## src/rtl/constraint_sampler_ctrl_if.sv

```systemverilog
// constraint_sampler_ctrl_if: valid/ready stream carrying accepted constrained-random samples.
interface constraint_sampler_ctrl_if #(parameter int W = 32);
    logic         sample_valid;
    logic         sample_ready;
    logic [W-1:0] sample_data;
    modport master(output sample_valid, output sample_data, input sample_ready);
    modport slave(input sample_valid, input sample_data, output sample_ready);
endinterface

```

## src/rtl/constraint_sampler_ctrl.sv

```systemverilog
// constraint_sampler_ctrl: LFSR candidate generator driving a combinational constraint checker.
// Optional SAMPLER_DEDUP_EN suppresses a candidate equal to the previously accepted one.
module constraint_sampler_ctrl #(
    parameter int           W         = 32,
    parameter logic [W-1:0] TAPS      = W'(32'h8020_0003),
    parameter logic [W-1:0] SEED      = W'(32'h0000_0001),
    parameter int           MAX_TRIES = 1024,
    parameter int           CW        = 16
) (
    input  logic                              clk,
    input  logic                              rst_n,
    input  logic                              i_seed_load,
    input  logic [W-1:0]                      i_seed,
    input  logic                              i_start,
    input  logic [CW-1:0]                     i_n_req,
    output logic [W-1:0]                      o_cand,
    input  logic                              i_sat,
    constraint_sampler_ctrl_if.master         o_smp,
    output logic                              o_busy,
    output logic                              o_done,
    output logic                              o_fail,
    output logic [CW-1:0]                     o_tries
);
    localparam logic [1:0] S_IDLE = 2'd0, S_SEARCH = 2'd1, S_HOLD = 2'd2, S_FAIL = 2'd3;
    localparam logic [CW-1:0] MT = CW'(MAX_TRIES);

    logic [1:0]    r_state;
    logic [W-1:0]  r_cand, r_data;
    logic          r_valid, r_done, r_fail;
    logic [CW-1:0] r_tries, r_rem;
    logic          w_armable, w_accept;
    logic [W-1:0]  w_step, w_seed;

    assign w_armable = (r_state == S_IDLE) || (r_state == S_FAIL);
    assign w_step    = (r_cand >> 1) ^ (r_cand[0] ? TAPS : '0);
    assign w_seed    = (i_seed == '0) ? SEED : i_seed;

`ifdef SAMPLER_DEDUP_EN
    logic [W-1:0] r_last;
    logic         r_last_vld;
    assign w_accept = i_sat && !(r_last_vld && r_cand == r_last);
    always_ff @(posedge clk or negedge rst_n) begin
        if (!rst_n) begin
            r_last     <= '0;
            r_last_vld <= 1'b0;
        end else if (w_armable && i_start) begin
            r_last_vld <= 1'b0;
        end else if (r_state == S_SEARCH && w_accept) begin
            r_last     <= r_cand;
            r_last_vld <= 1'b1;
        end
    end
`else
    assign w_accept = i_sat;
`endif

    always_ff @(posedge clk or negedge rst_n) begin
        if (!rst_n) begin
            r_state <= S_IDLE;
            r_cand  <= SEED;
            r_data  <= '0;
            r_valid <= 1'b0;
            r_done  <= 1'b0;
            r_fail  <= 1'b0;
            r_tries <= '0;
            r_rem   <= '0;
        end else begin
            r_done <= 1'b0;
            case (r_state)
                S_IDLE, S_FAIL: begin
                    // a simultaneous seed load lands first so the new seed is the first candidate
                    if (i_seed_load) r_cand <= w_seed;
                    if (i_start) begin
                        r_fail  <= 1'b0;
                        r_tries <= '0;
                        r_rem   <= i_n_req;
                        r_done  <= (i_n_req == '0);
                        r_state <= (i_n_req == '0) ? S_IDLE : S_SEARCH;
                    end
                end
                S_SEARCH: begin
                    if (w_accept) begin
                        r_data  <= r_cand;
                        r_valid <= 1'b1;
                        r_state <= S_HOLD;
                    end else if (r_tries >= MT - 1'b1) begin
                        r_tries <= MT;
                        r_fail  <= 1'b1;
                        r_state <= S_FAIL;
                    end else begin
                        r_tries <= r_tries + 1'b1;
                        r_cand  <= w_step;
                    end
                end
                default: begin
                    if (o_smp.sample_ready) begin
                        r_valid <= 1'b0;
                        r_cand  <= w_step;
                        r_tries <= '0;
                        r_rem   <= (r_rem == '0) ? r_rem : r_rem - 1'b1;
                        r_done  <= (r_rem <= CW'(1));
                        r_state <= (r_rem <= CW'(1)) ? S_IDLE : S_SEARCH;
                    end
                end
            endcase
        end
    end

    assign o_cand             = r_cand;
    assign o_smp.sample_valid = r_valid;
    assign o_smp.sample_data  = r_data;
    assign o_busy             = (r_state == S_SEARCH) || (r_state == S_HOLD);
    assign o_done             = r_done;
    assign o_fail             = r_fail;
    assign o_tries            = r_tries;
endmodule

```

## src/flat_wrapper.sv

```systemverilog
// flat-port wrapper written by rule: the top's interface ports become plain ports
module constraint_sampler_ctrl_flat 
#(
    parameter int           W         = 32,
    parameter logic [W-1:0] TAPS      = W'(32'h8020_0003),
    parameter logic [W-1:0] SEED      = W'(32'h0000_0001),
    parameter int           MAX_TRIES = 1024,
    parameter int           CW        = 16
)
  (clk, rst_n, i_seed_load, i_seed, i_start, i_n_req, o_cand, i_sat, o_busy, o_done, o_fail, o_tries, o_smp_sample_valid, o_smp_sample_data, o_smp_sample_ready);
  constraint_sampler_ctrl_if #(.W(W)) o_smp_i ();
  input  logic clk;
  input  logic rst_n;
  input  logic i_seed_load;
  input  logic [W-1:0] i_seed;
  input  logic i_start;
  input  logic [CW-1:0] i_n_req;
  output logic [W-1:0] o_cand;
  input  logic i_sat;
  output logic o_busy;
  output logic o_done;
  output logic o_fail;
  output logic [CW-1:0] o_tries;
  output wire logic [$bits(o_smp_i.sample_valid)-1:0] o_smp_sample_valid;
  output wire logic [$bits(o_smp_i.sample_data)-1:0] o_smp_sample_data;
  input wire logic [$bits(o_smp_i.sample_ready)-1:0] o_smp_sample_ready;
  assign o_smp_sample_valid = o_smp_i.sample_valid;
  assign o_smp_sample_data = o_smp_i.sample_data;
  assign o_smp_i.sample_ready = o_smp_sample_ready;
  constraint_sampler_ctrl #(.W(W), .TAPS(TAPS), .SEED(SEED), .MAX_TRIES(MAX_TRIES), .CW(CW)) u_core (.clk(clk), .rst_n(rst_n), .i_seed_load(i_seed_load), .i_seed(i_seed), .i_start(i_start), .i_n_req(i_n_req), .o_cand(o_cand), .i_sat(i_sat), .o_smp(o_smp_i), .o_busy(o_busy), .o_done(o_done), .o_fail(o_fail), .o_tries(o_tries));
endmodule
```

## config.mk

```make
export PLATFORM = sky130hd
export DESIGN_NAME = constraint_sampler_ctrl_flat
export DESIGN_NICKNAME = d
export VERILOG_FILES = /design/src/rtl/constraint_sampler_ctrl_if.sv /design/src/rtl/constraint_sampler_ctrl.sv /design/src/flat_wrapper.sv
export SDC_FILE = /design/constraint.sdc
export NUM_CORES = 1
export LEC_CHECK = 0
export ABC_AREA = 1
export CORE_MARGIN = 1
export CORE_UTILIZATION = 45
export DETAILED_ROUTE_END_ITERATION = 6
export GPL_ROUTABILITY_DRIVEN = 0
export HOLD_SLACK_MARGIN = 0.02
export PLACE_DENSITY = 0.73
export SLEW_MARGIN = 15
export SYNTH_ARGS = -nofsm -noshare
export SYNTH_HDL_FRONTEND = slang
export SYNTH_SLANG_ARGS = --single-unit
```

## constraint.sdc

```tcl
create_clock -name clk -period 2.5 [get_ports clk]
set_input_delay 0.25 -clock clk [delete_from_list [all_inputs] [get_ports clk]]
set_output_delay 0.25 -clock clk [all_outputs]
set_load 0.02 [all_outputs]
```

==> results_dict.tcl <==
set metrics [dict create \
    status "finished clean" \
    period_share 0.9589 \
    arrival_ns 2.15 \
    synth_top_cell_by_area "dfrtp_1" \
    row_count 38 \
    yosys-top-cells-area "dfrtp_1 49%, nand2_1 17%, o21ai_0 10%" \
    pre_cts_ws_ns 0.4153 \
    cp_cell_sequence "inv_1 -> ha_2 -> inv_2 -> buf_6 -> clkdlybuf4s50_1" \
    worst_pin_slew_ns 0.8637 \
    setup_tns_ns 0 \
    cts_root_buf "clkbuf_16" \
    fin_area_sq_mm 0.006967 \
    post_cts_buffers 0 \
    whs_ns 0.001320 \
    final_common_cell "nand2_1" \
    yosysTopAreaCellShare 0.4894 \
    drtPass1Iterations 4 \
    drv_cap 0 \
    start_util 0.4676 \
    dieArea_sq_mm 0.01179 \
    worstHoldPathType "in2async" \
    syn_area_per_cell_sq_um 7.368 \
    dp.cells 950 \
    fin_cells 966 \
    grt_pass1_wl_microns 20980 \
    grt_max_degree 79 \
    core_sq_mm 0.01094 \
    via_per_inst 4.961 \
    cts_tree "built" \
    relSlewSlack 0.4242 \
    most-common-layout-cells "227 x nand2_1, 136 x clkdlybuf4s50_1, 107 x o21ai_0" \
    peakVddDrop_v 0.0007885 \
    finalHoldViolations 0 \
    final.setup.worst_slack_ns 0.1028 \
    area_growth_pct 36.24 \
    worstSkewPairLatency_ns 0.34 \
    rsz0062_at_grt "false" \
    synth_warnings 0 \
    fin_skew_ns 0.009106 \
    cts_hold_buf 0 \
    worst-setup-path-type "reg2out" \
    grt-ovfl-total 0 \
    syn-num-nets 753 \
    nets 880 \
    grt_pass1_vias 4531 \
    drv_slew 0 \
    cts_buffers 9 \
    htree_levels 3 \
    dpl-instance-area_sq_mm 0.006614 \
    path_clk_slew_ns 0.06 \
    cp-start-kind "flip-flop" \
    fmax_ghz 0.4172 \
    dp_hpwl_microns 9081 \
    yosysUniqueCellTypes 27 \
    critPathRequiredTime_ns 2.25 \
    ys_seq_elements 101 \
    num_vias 4792 \
    netlist_area_sq_mm 0.005114 \
    fill_cells 967 \
    cp-end-kind "output port" \
    fin_total_pwr_mw 9.808 \
    first_iter_violations 277 \
    power_density_mw_per_mm2 1408 \
    cts.sinks 101 \
    cts_buffer_depth 2 \
    final_layout_size_suffix_gt1_frac 0.04237 \
    ys_seq_area_frac 0.4945 \
    drc_errors 0 \
    antenna_found_initial 0 \
    final_antenna_net_count 0 \
    crit_path_max_incr_delay_ns 0.63 \
    ioPinCount 138 \
    totalWireLength_microns 12780 \
    wl_per_cell_microns 13.23 \
    crit_slowest_cell "clkdlybuf4s50_1" \
    grt_use_total 0.2272 \
    finalSetupViolations 0 \
    die_h_microns 108.6 \
    postSynthCellCount 694 \
    critPathMaxFanout 22 \
    final_util 0.6371 \
    antenna_cells 0 \
    crit_buf_inv 4 \
    die_w_microns 108.6 \
    min_period_ns 2.397 \
    numPortBuffers 137 \
    critical_path.top_delay_family "buffers and inverters" \
    power.leakage_nw 3.213 \
]
==> cell usage after synthesis <==
library cell and n:
nand2_1 228, o21ai_0 107, dfrtp_1 100, nor2_1 95, inv_1 63, nand3_1 23
clkbuf_1 13, a21oi_1 9, o21ai_1 8, buf_2 6, buf_4 6, ha_1 5
nor2_2 5, nand3b_1 4, xor2_1 4, buf_1 3, nand4_1 3, o22ai_1 2
xnor2_1 2, a21boi_0 1, a21oi_4 1, buf_6 1, dfstp_2 1, inv_2 1
nor3_1 1, o31ai_1 1, or2_2 1
==> what timing repair did <==
action,in CTS,in global routing
setup endpoints to repair,0,1
hold endpoints to repair,0,0
gates resized for setup,0,1
==> cell families (layout without fill, tap and decap cells) <==
| logic type | after synthesis | count (layout) | synth area share |
|---|---|---|---|
| and+or+nand+nor | 360 | 360 | 0.2775 |
| AOI/OAI and AO/OA | 129 | 129 | 0.1299 |
| DFF | 101 | 101 | 0.4945 |
| buffers and inverters | 93 | 225 | 0.07561 |
| xor gates and xnor gates | 6 | 6 | 0.01028 |
| adders and majority gates | 5 | 5 | 0.01223 |
==> area by class of cell <==
cell class | count | area [sq um] | share of cell area
sequential | 101 | 2529 | 0.3630
clock inverter | 5 | 106.4 | 0.01527
clock buffer | 11 | 242.7 | 0.03484
inverter | 64 | 240.2 | 0.03448
multi-input combinational | 500 | 2203 | 0.3163
timing repair buffer | 145 | 1470 | 0.2110
tap | 140 | 175.2 | 0.02514
==> routing by layer <==
| metal | share of wire | vias to the layer above | wire [microns] | GRT usage |
|---|---|---|---|---|
| met5 | 0 | - | 0 | 0 |
| li1 | - | 2430 | - | - |
| met1 | 0.44 | 2214 | 5613 | 0.2925 |
| met2 | 0.47 | 140 | 6069 | 0.3703 |
| met3 | 0.078 | 8 | 996 | 0.07233 |
| met4 | 0.0079 | 0 | 101 | 0.05792 |
==> worst paths after layout <==
check                                                             start                                      end  slack [ns]  cells after the start
max in group asynchronous                                         rst_n           u_core.o_tries[15]$_DFFE_PN0P_        1.81                      2
worst max-delay path                      u_core.r_state[0]$_DFFE_PN0P_                                   o_busy        0.10                      5
worst min register to register  u_core.o_smp.sample_data[9]$_DFFE_PN0P_  u_core.o_smp.sample_data[9]$_DFFE_PN0P_        0.49                      2
worst max register to register            u_core.r_state[0]$_DFFE_PN0P_            u_core.o_cand[22]$_DFFE_PN0P_        0.39                     11
min in group clk                u_core.o_smp.sample_data[9]$_DFFE_PN0P_  u_core.o_smp.sample_data[9]$_DFFE_PN0P_        0.49                      2
worst min-delay path                                              rst_n            u_core.o_tries[3]$_DFFE_PN0P_       0.001                      1
==> registers in the layout (all words and copies together), names as in the netlist <==
register and count:
u_core.r_state 2, u_core.o_tries 16, u_core.o_cand 32, u_core.o_smp.sample_valid 1, u_core.o_fail 1, u_core.r_rem 16, u_core.o_smp.sample_data 32, u_core.o_done 1
==> power breakdown <==
part / total (mW) / internal, mW / leakage, nW / switching [mW]
Combinational: 5.44 / 2.08 / 1.75 / 3.36
Clock: 1.61 / 1.01 / 0.166 / 0.604
Sequential: 2.75 / 2.30 / 1.29 / 0.447
Total: 9.81 / 5.39 / 3.21 / 4.41
No activity file was read; power rests on OpenSTA's default activity.
